$ cat src/rtl/move_link_ctrl.sv
// Move exchange link: frames local moves onto a UART byte stream with ACK/NAK, timeout and retry,
// and validates/acknowledges peer moves. Define MOVE_LINK_CHECKSUM_EN for 3-byte frames.
module move_link_ctrl #(
  parameter int unsigned AckTimeout = 1_000_000,
  parameter int unsigned MaxRetry   = 3
) (
  input  logic       pclk_i,
  input  logic       rst_ni,
  input  logic       send_req_i,
  input  logic [3:0] send_square_i,
  input  logic       send_player_i,
  input  logic       send_game_over_i,
  input  logic       recv_en_i,
  output logic       tx_start_o,
  output logic [7:0] tx_data_o,
  input  logic       tx_done_i,
  input  logic       rx_valid_i,
  input  logic [7:0] rx_data_i,
  output logic       busy_o,
  output logic       send_ok_o,
  output logic       send_fail_o,
  output logic       move_valid_o,
  output logic [3:0] move_square_o,
  output logic       move_player_o,
  output logic       move_game_over_o
);

  localparam int unsigned RetryW = (MaxRetry > 0) ? $clog2(MaxRetry + 1) : 1;
  localparam logic [7:0] AckByte = 8'h06;
  localparam logic [7:0] NakByte = 8'h15;

  typedef enum logic [3:0] {
    StIdle,
    StTxHdr,
    StTxSq,
`ifdef MOVE_LINK_CHECKSUM_EN
    StTxChk,
`endif
    StWaitAck,
    StRxSq,
`ifdef MOVE_LINK_CHECKSUM_EN
    StRxChk,
`endif
    StTxResp,
    StDone
  } state_e;

  state_e            state_q;
  logic [7:0]        hdr_q;
  logic [7:0]        sq_q;
  logic [19:0]       timer_q;
  logic [RetryW-1:0] retry_q;
  logic              tx_start_q;
  logic [7:0]        tx_data_q;
  logic              send_ok_q;
  logic              send_fail_q;
  logic              move_valid_q;
  logic [3:0]        move_square_q;
  logic              move_player_q;
  logic              move_game_over_q;

  logic [7:0] send_hdr;
  logic       timeout;
  logic       retry_left;
  logic       rx_is_hdr;

  assign send_hdr   = {4'hA, 2'b00, send_game_over_i, send_player_i};
  assign timeout    = (timer_q == 20'(AckTimeout - 1));
  assign retry_left = (retry_q < RetryW'(MaxRetry));
  assign rx_is_hdr  = recv_en_i && rx_valid_i && (rx_data_i[7:4] == 4'hA);

  // hdr_q/sq_q hold the outgoing frame while sending and the incoming frame while receiving.
  always_ff @(posedge pclk_i) begin
    if (!rst_ni) begin
      state_q          <= StIdle;
      hdr_q            <= '0;
      sq_q             <= '0;
      timer_q          <= '0;
      retry_q          <= '0;
      tx_start_q       <= 1'b0;
      tx_data_q        <= '0;
      send_ok_q        <= 1'b0;
      send_fail_q      <= 1'b0;
      move_valid_q     <= 1'b0;
      move_square_q    <= '0;
      move_player_q    <= 1'b0;
      move_game_over_q <= 1'b0;
    end else begin
      tx_start_q   <= 1'b0;
      send_ok_q    <= 1'b0;
      send_fail_q  <= 1'b0;
      move_valid_q <= 1'b0;
      timer_q      <= timer_q + 20'd1;
      unique case (state_q)
        StIdle: begin
          if (send_req_i) begin
            if (send_square_i <= 4'd8) begin
              hdr_q      <= send_hdr;
              sq_q       <= {4'h0, send_square_i};
              retry_q    <= '0;
              tx_data_q  <= send_hdr;
              tx_start_q <= 1'b1;
              state_q    <= StTxHdr;
            end else begin
              send_fail_q <= 1'b1;
            end
          end else if (rx_is_hdr) begin
            hdr_q   <= rx_data_i;
            timer_q <= '0;
            state_q <= StRxSq;
          end
        end
        StTxHdr: begin
          if (tx_done_i) begin
            tx_data_q  <= sq_q;
            tx_start_q <= 1'b1;
            state_q    <= StTxSq;
          end
        end
        StTxSq: begin
          if (tx_done_i) begin
`ifdef MOVE_LINK_CHECKSUM_EN
            tx_data_q  <= hdr_q ^ sq_q;
            tx_start_q <= 1'b1;
            state_q    <= StTxChk;
`else
            timer_q <= '0;
            state_q <= StWaitAck;
`endif
          end
        end
`ifdef MOVE_LINK_CHECKSUM_EN
        StTxChk: begin
          if (tx_done_i) begin
            timer_q <= '0;
            state_q <= StWaitAck;
          end
        end
`endif
        StWaitAck: begin
          if (rx_valid_i && (rx_data_i == AckByte)) begin
            send_ok_q <= 1'b1;
            state_q   <= StIdle;
          end else if ((rx_valid_i && (rx_data_i == NakByte)) || timeout) begin
            if (retry_left) begin
              retry_q    <= retry_q + RetryW'(1);
              tx_data_q  <= hdr_q;
              tx_start_q <= 1'b1;
              state_q    <= StTxHdr;
            end else begin
              send_fail_q <= 1'b1;
              state_q     <= StIdle;
            end
          end
        end
        StRxSq: begin
          if (rx_valid_i) begin
            sq_q    <= rx_data_i;
            timer_q <= '0;
`ifdef MOVE_LINK_CHECKSUM_EN
            state_q <= StRxChk;
`else
            tx_data_q  <= (rx_data_i <= 8'd8) ? AckByte : NakByte;
            tx_start_q <= 1'b1;
            state_q    <= StTxResp;
`endif
          end else if (timeout) begin
            state_q <= StIdle;
          end
        end
`ifdef MOVE_LINK_CHECKSUM_EN
        StRxChk: begin
          if (rx_valid_i) begin
            tx_data_q  <= ((sq_q <= 8'd8) && (rx_data_i == (hdr_q ^ sq_q))) ? AckByte : NakByte;
            tx_start_q <= 1'b1;
            state_q    <= StTxResp;
          end else if (timeout) begin
            state_q <= StIdle;
          end
        end
`endif
        StTxResp: begin
          // The response byte itself records whether the frame was accepted.
          if (tx_done_i) begin
            if (tx_data_q == AckByte) begin
              move_square_q    <= sq_q[3:0];
              move_player_q    <= hdr_q[0];
              move_game_over_q <= hdr_q[1];
              move_valid_q     <= 1'b1;
            end
            state_q <= StIdle;
          end
        end
        default: state_q <= StIdle;
      endcase
    end
  end

  assign busy_o           = (state_q != StIdle);
  assign tx_start_o       = tx_start_q;
  assign tx_data_o        = tx_data_q;
  assign send_ok_o        = send_ok_q;
  assign send_fail_o      = send_fail_q;
  assign move_valid_o     = move_valid_q;
  assign move_square_o    = move_square_q;
  assign move_player_o    = move_player_q;
  assign move_game_over_o = move_game_over_q;

endmodule

$ cat config.mk
export PLATFORM = sky130hd
export DESIGN_NAME = move_link_ctrl
export DESIGN_NICKNAME = d
export VERILOG_FILES = /design/src/rtl/move_link_ctrl.sv
export SDC_FILE = /design/constraint.sdc
export NUM_CORES = 1
export LEC_CHECK = 0
export BUFFER_PORTS_ARGS = -buffer_cell sky130_fd_sc_hd__buf_2
export CORE_UTILIZATION = 52
export CTS_BUF_LIST = sky130_fd_sc_hd__clkbuf_8 sky130_fd_sc_hd__clkbuf_16
export CTS_CLUSTER_SIZE = 20
export DETAILED_ROUTE_END_ITERATION = 8
export PLACE_DENSITY = 0.86
export SYNTH_ARGS = -nofsm -noshare
export SYNTH_HDL_FRONTEND = slang
export SYNTH_SLANG_ARGS = --single-unit
export TNS_END_PERCENT = 100
$ cat constraint.sdc
create_clock -name pclk_i -period 2.15 [get_ports pclk_i]
set_input_delay 0.43 -clock pclk_i [delete_from_list [all_inputs] [get_ports pclk_i]]
set_output_delay 0.43 -clock pclk_i [all_outputs]
set_load 0.03 [all_outputs]
# After elaboration in Yosys (flattened, before gate mapping)
# Index checks and enable logic that the tools add are counted.
word_totals:
  out_inout_bits: 19
  in_bits: 20
  reg_bits: 60
  wordCells: 115
classes:
  n_lt_le_gt_ge: 3
  addsub: 2
  muxes: 54
  n_reduce_logical: 19
  n_eq_ne: 24
op_table:
  columns: ["operator", "count"]
  rows:
  - ["8-bit 2-to-1 mux", 12]
  - ["20-bit 2-to-1 mux", 4]
  - ["20-bit case mux with 3 select lines", 1]
  - ["4-bit 2-to-1 mux", 10]
  - ["8-bit case mux with 4 select lines", 1]
  - ["4-bit case mux with 6 select lines", 1]
  - ["20-bit by 1-bit adder with 20-bit output (second input constant)", 1]
  - ["20-bit == test (second input constant)", 1]
  - ["2-bit != test (second input constant)", 9]
  - ["8-bit by 3-bit == test with 1-bit output (second input constant)", 2]
  - ["8-bit case mux with 2 select lines", 1]
  - ["1-bit 2-to-1 mux", 15]
  - ["3-bit != test (second input constant)", 4]
  - ["2-bit 2-to-1 mux", 5]
  - ["3-bit AND reduction", 3]
  - ["4-bit by 2-bit == test with 1-bit output (second input constant)", 2]
  - ["4-bit by 3-bit == test with 1-bit output (second input constant)", 2]
  - ["8-bit by 5-bit == test with 1-bit output (second input constant)", 1]
  - ["8-bit by 4-bit <= comparator with 1-bit output (second input constant)", 1]
  - ["8-bit AND reduction", 1]
  - ["4-bit nonzero test", 2]
  - ["7-bit AND reduction", 1]
  - ["6-bit AND reduction", 1]
  - ["2-bit nonzero test", 3]
  - ["other kinds (15)", 18]

# Logic depth before layout (Yosys ltp)
depth:
  depth_word: 6
  depth_mapped: 7
  depth_no_buf: 6

# Worst setup path after synthesis
# No wires, ideal clock.
synth_timing:
  path_kind: "input port to flip-flop"
  startpoint: "input port rx_data_i[5]"
  endpoint: "register state_q[1]"
  path_slack_ns: 0.028
  required_time_ns: 2.028
  path_buffers: 0
  setup_ns: 0.122
  cell_stages: 5
  t_arrival_ns: 2.000
  cell_sequence: "or3_1 -> or4_4 -> o31ai_1 -> o211ai_2 -> a311o_1"
synth_between:
  elab_chain_cells: 5
  word_cells_on_any_way: 12
  cone_classes: "eq/ne (5); mux (2); reduce/logical (5)"
synth_rtl:
  columns: ["item", "line_no", "text"]
  rows:
  - ["start, declared", "18", "input logic [7:0] rx_data_i,"]
  - ["8-bit by 5-bit == test with 1-bit output", "144", "end else if ((rx_valid_i && (rx_data_i == NakByte)) || timeout) begin"]
  - ["1-bit logical AND", "144", null]
  - ["1-bit logical OR", "144", null]
  - ["3-bit != test (no source line)", null, null]
  - ["7-bit AND reduction (no source line)", null, null]
  - ["end signal, assigned", "143", "state_q <= StIdle;"]
  - ["end signal, assigned", "149", "state_q <= StTxHdr;"]
  - ["end signal, assigned", "152", "state_q <= StIdle;"]
  - ["end, declared", "48", "state_e state_q;"]
# Several ways; a longest one is shown, not always the timed one.
# A chain may end at the register's enable or synchronous reset.

# Final worst setup path
layout_timing:
  startpoint: "register timer_q[7]"
  endpoint: "register state_q[1]"
layout_between:
  elab_chain_cells: 4
  word_cells_on_any_way: 5
  cone_classes: "eq/ne (3); reduce/logical (2)"
layout_rtl:
  columns: ["item", "line_no", "text"]
  rows:
  - ["start, declared", "51", "logic [19:0] timer_q;"]
  - ["start signal, assigned", "93", "timer_q <= timer_q + 20'd1;"]
  - ["20-bit == test (*)", "68", "assign timeout = (timer_q == 20'(AckTimeout - 1));"]
  - ["1-bit logical OR", "144", null]
  - ["3-bit != test (no source line)", null, null]
  - ["7-bit AND reduction (no source line) (*)", null, null]
  - ["end signal, assigned", "75", "state_q <= StIdle;"]
  - ["end signal, assigned", "143", null]
  - ["end signal, assigned", "149", null]
# Every way passes the cells marked *; elsewhere a longest branch is shown, timed or not.

==> metrics.yaml <==
outcome: "finished clean"
initial_utilization: 0.556
post-synth-top-count-cell: "dfxtp_1"
grt_max_degree: 29
fin_ws_ns: 0.0610
met1_usage: 0.333
grt_first_pass_wirelength_um: 12200
grt_use_total: 0.263
clk_latency_ns: 0.34
synth_top_family_by_area: "simple AND/OR/NAND/NOR gates"
crit_path_top_delay_cell: "or4b_1"
yosysTopAreaCell: "dfxtp_1"
crit_required_ns: 2.38
tightest_slew_ns: 0.454
final_core_util: 0.682
yosysTopAreaCellShare: 0.403
period_needed_ns: 2.09
synthCells: 346
area_delta_synth_final_pct: 22.6
drtAntennaViolNets: 0
setup_viol: 0
clockRootBuffer: "clkbuf_8"
htree_levels: 3
r2r-end: "state_q[1]"
async_reset_ff_frac: 0
rr_startpoint: "timer_q[7]"
slew_violations: 0
numCtsBuffers: 9
min_from: "rx_data_i[7]"
place_ws_ns: -0.0768
vias: 2794
cts_max_path_buffers: 2
synth.distinct_cells: 57
synth_compound_area_frac: 0.118
grt.overflow.total: 0
clkSlewWorstSetupHoldPaths_ns: 0.06
min_to: "sq_q[7]"
finClkSkew_ns: 0.00789
grt_pass1_vias: 2679
synthTopCellsByArea: "dfxtp_1, mux2i_1, nor2_1, nand2_1, xnor2_1"
crit_top_cell: "o211ai_2"
drv_cap: 0
yosys_warnings: 0
ys_seq_area_frac: 0.403
min_path_type: "in2reg"
slew_headroom: 0.695
fillCellCount: 418
leakage_uw: 0.00149
power_uw: 3840
synth-adder-area-share: 0.00854
die_y_um: 77.1
end_kind: "register"
holdPathStages: 3
synth-seq-cells: 59
crit_type: "reg2reg"
avgViaCountPerCell: 5.81
irDropWorstVdd_v: 0.000740
syn_nets: 368
antenna_found_initial: 0
drive_above_1_share: 0.238
gp_congestion: 0.953
dp_hpwl_um: 5370
num_antenna_cells: 0
holdWs_ns: 0.358
synthFlopType: "dfxtp_1"
cp-start-kind: "register"
synth-simple-area-share: 0.281
drt_iter0_drc: 237
power_density_nw_per_um2: 1070
syn_area_um2: 2930
cp_num_cells: 5
r2r_cells: 5
startpoint: "timer_q[7]"
core_um2: 5270
die-width_um: 77.1
row_count: 26
synth_xor_area_frac: 0.0538
rsz0062_at_grt: "yes"
path_buf_inv: 0
fin_tns_setup_ns: 0
crit_arrival_ns: 2.32
synth-edff-count: 0
post_cts_buffers: 0
path_max_fanout: 2
cpPeakStageDelay_ns: 0.53
grt_use_met2: 0.433
rrSetupSlack_ns: 0.06
cts.sinks: 59
met3_usage: 0.0583
cp_top_family: "simple AND/OR/NAND/NOR gates"
nets: 430
hold_violations: 0
path_cells: "or4b_1 -> or4_4 -> o211ai_2 -> o211ai_2 -> a311o_1"
design.die.area_um2: 5940
port_buffers: 38
wl_per_cell_um: 15.3
min_period_over_period: 0.972
synth.mux.area_fraction: 0.100
ys_top_cells_by_count: "dfxtp_1, nor2_1, nand2_1, mux2i_1, nand3_1"
fmaxAchievable_mhz: 479
pin_count: 39
wirelength_um: 7380
cts_tree: "built"
top_usage_layer: "met2"
drtPass1Iterations: 5
synth_area_per_cell_um2: 8.47
drc: 0
==> flip-flops by register name (all words and copies together) (netlist names) <==
| register | cells |
|---|---|
| move_square_o | 4 |
| hdr_q | 8 |
| tx_start_o | 1 |
| retry_q | 2 |
| move_game_over_o | 1 |
| timer_q | 20 |
| tx_data_o | 8 |
| send_ok_o | 1 |
| sq_q | 8 |
| state_q | 3 |
| move_player_o | 1 |
| send_fail_o | 1 |
| move_valid_o | 1 |
==> worst register-to-register path: stages (launching register included) <==
cell,delay (ns)
dfxtp_1,0.31
or4b_1,0.53
or4_4,0.45
o211ai_2,0.20
o211ai_2,0.13
a311o_1,0.36
==> cell type report <==
class                   instances  area, um^2  share of cell area
clock buffers                  12         165              0.0460
flip-flops and latches         59        1180               0.329
multi-input cells             260        1650               0.459
clock inverters                 2        35.0             0.00975
well taps                      70        87.6              0.0244
repair buffers                 67         433               0.121
inverters                      11        41.3              0.0115
==> power by group <==
| group | switching, uW | internal [uW] |
|---|---|---|
| logic | 816 | 606 |
| clock network | 417 | 615 |
| registers | 155 | 1230 |
| total | 1390 | 2460 |
==> cell families after synthesis <==
logic type,count (synthesis)
AND/OR/NAND/NOR,163
buffers and inverters,27
multiplexers,29
flip-flops,59
adder cells (fa/ha/maj),2
AO/OA/AOI/OAI,48
XOR/XNOR,18
==> per-layer routing <==
layer | vias to the layer above | share of wire
met3 | 10 | 0.079
met4 | 0 | 0.012
met5 | - | 0
li1 | 1342 | -
met2 | 138 | 0.47
met1 | 1304 | 0.44
==> cells in the final DEF, fill, tap and decap left out, types with 2 or more instances in the layout <==
| cell type | count |
|---|---|
| mux2i_1 | 27 |
| buf_2 | 38 |
| o21ai_0 | 6 |
| or4_4 | 2 |
| o31ai_1 | 4 |
| ha_1 | 2 |
| nand2b_1 | 3 |
| o22ai_1 | 2 |
| nand2_1 | 42 |
| o211ai_2 | 2 |
| and2_1 | 2 |
| dfxtp_1 | 58 |
| nand3b_1 | 2 |
| a311oi_1 | 4 |
| or4_1 | 2 |
| clkbuf_8 | 12 |
| buf_4 | 27 |
| and3_1 | 4 |
| a211oi_1 | 2 |
| xnor2_1 | 14 |
| a21o_1 | 2 |
| nor4_1 | 3 |
| or3b_2 | 2 |
| nor2_1 | 50 |
| inv_1 | 10 |
| nand3_1 | 18 |
| nor2b_1 | 2 |
| nand4_1 | 5 |
| and4_1 | 2 |
| mux2_2 | 2 |
| nor4b_1 | 4 |
| buf_12 | 2 |
| xor2_1 | 4 |
| nor3_1 | 8 |
| a21oi_1 | 15 |
==> worst max-delay path by stage <==
| stage | endpoint | slack [ns] |
|---|---|---|
| detailed placement | state_q[1] | -0.08 |
| finish | state_q[1] | 0.06 |
| global route | state_q[1] | -0.006 |
| global placement | state_q[1] | -0.02 |
| CTS | busy_o | 0.01 |
| floorplan | state_q[1] | 0.03 |
==> repair_timing <==
| action | CTS | global route |
|---|---|---|
| setup endpoints to repair | 0 | 6 |
| hold buffers | 0 | 0 |
| resized for setup | 0 | 2 |
==> through the flow <==
| step | instance area, um^2 | cells |
|---|---|---|
| after floorplan | 2930 | 346 |
| after global placement | 3390 | 467 |
| after detailed placement | 3390 | 467 |
| after CTS | 3590 | 481 |
| after global routing | 3590 | 481 |
| final | 3590 | 481 |
(Power assumes the default switching activity.)
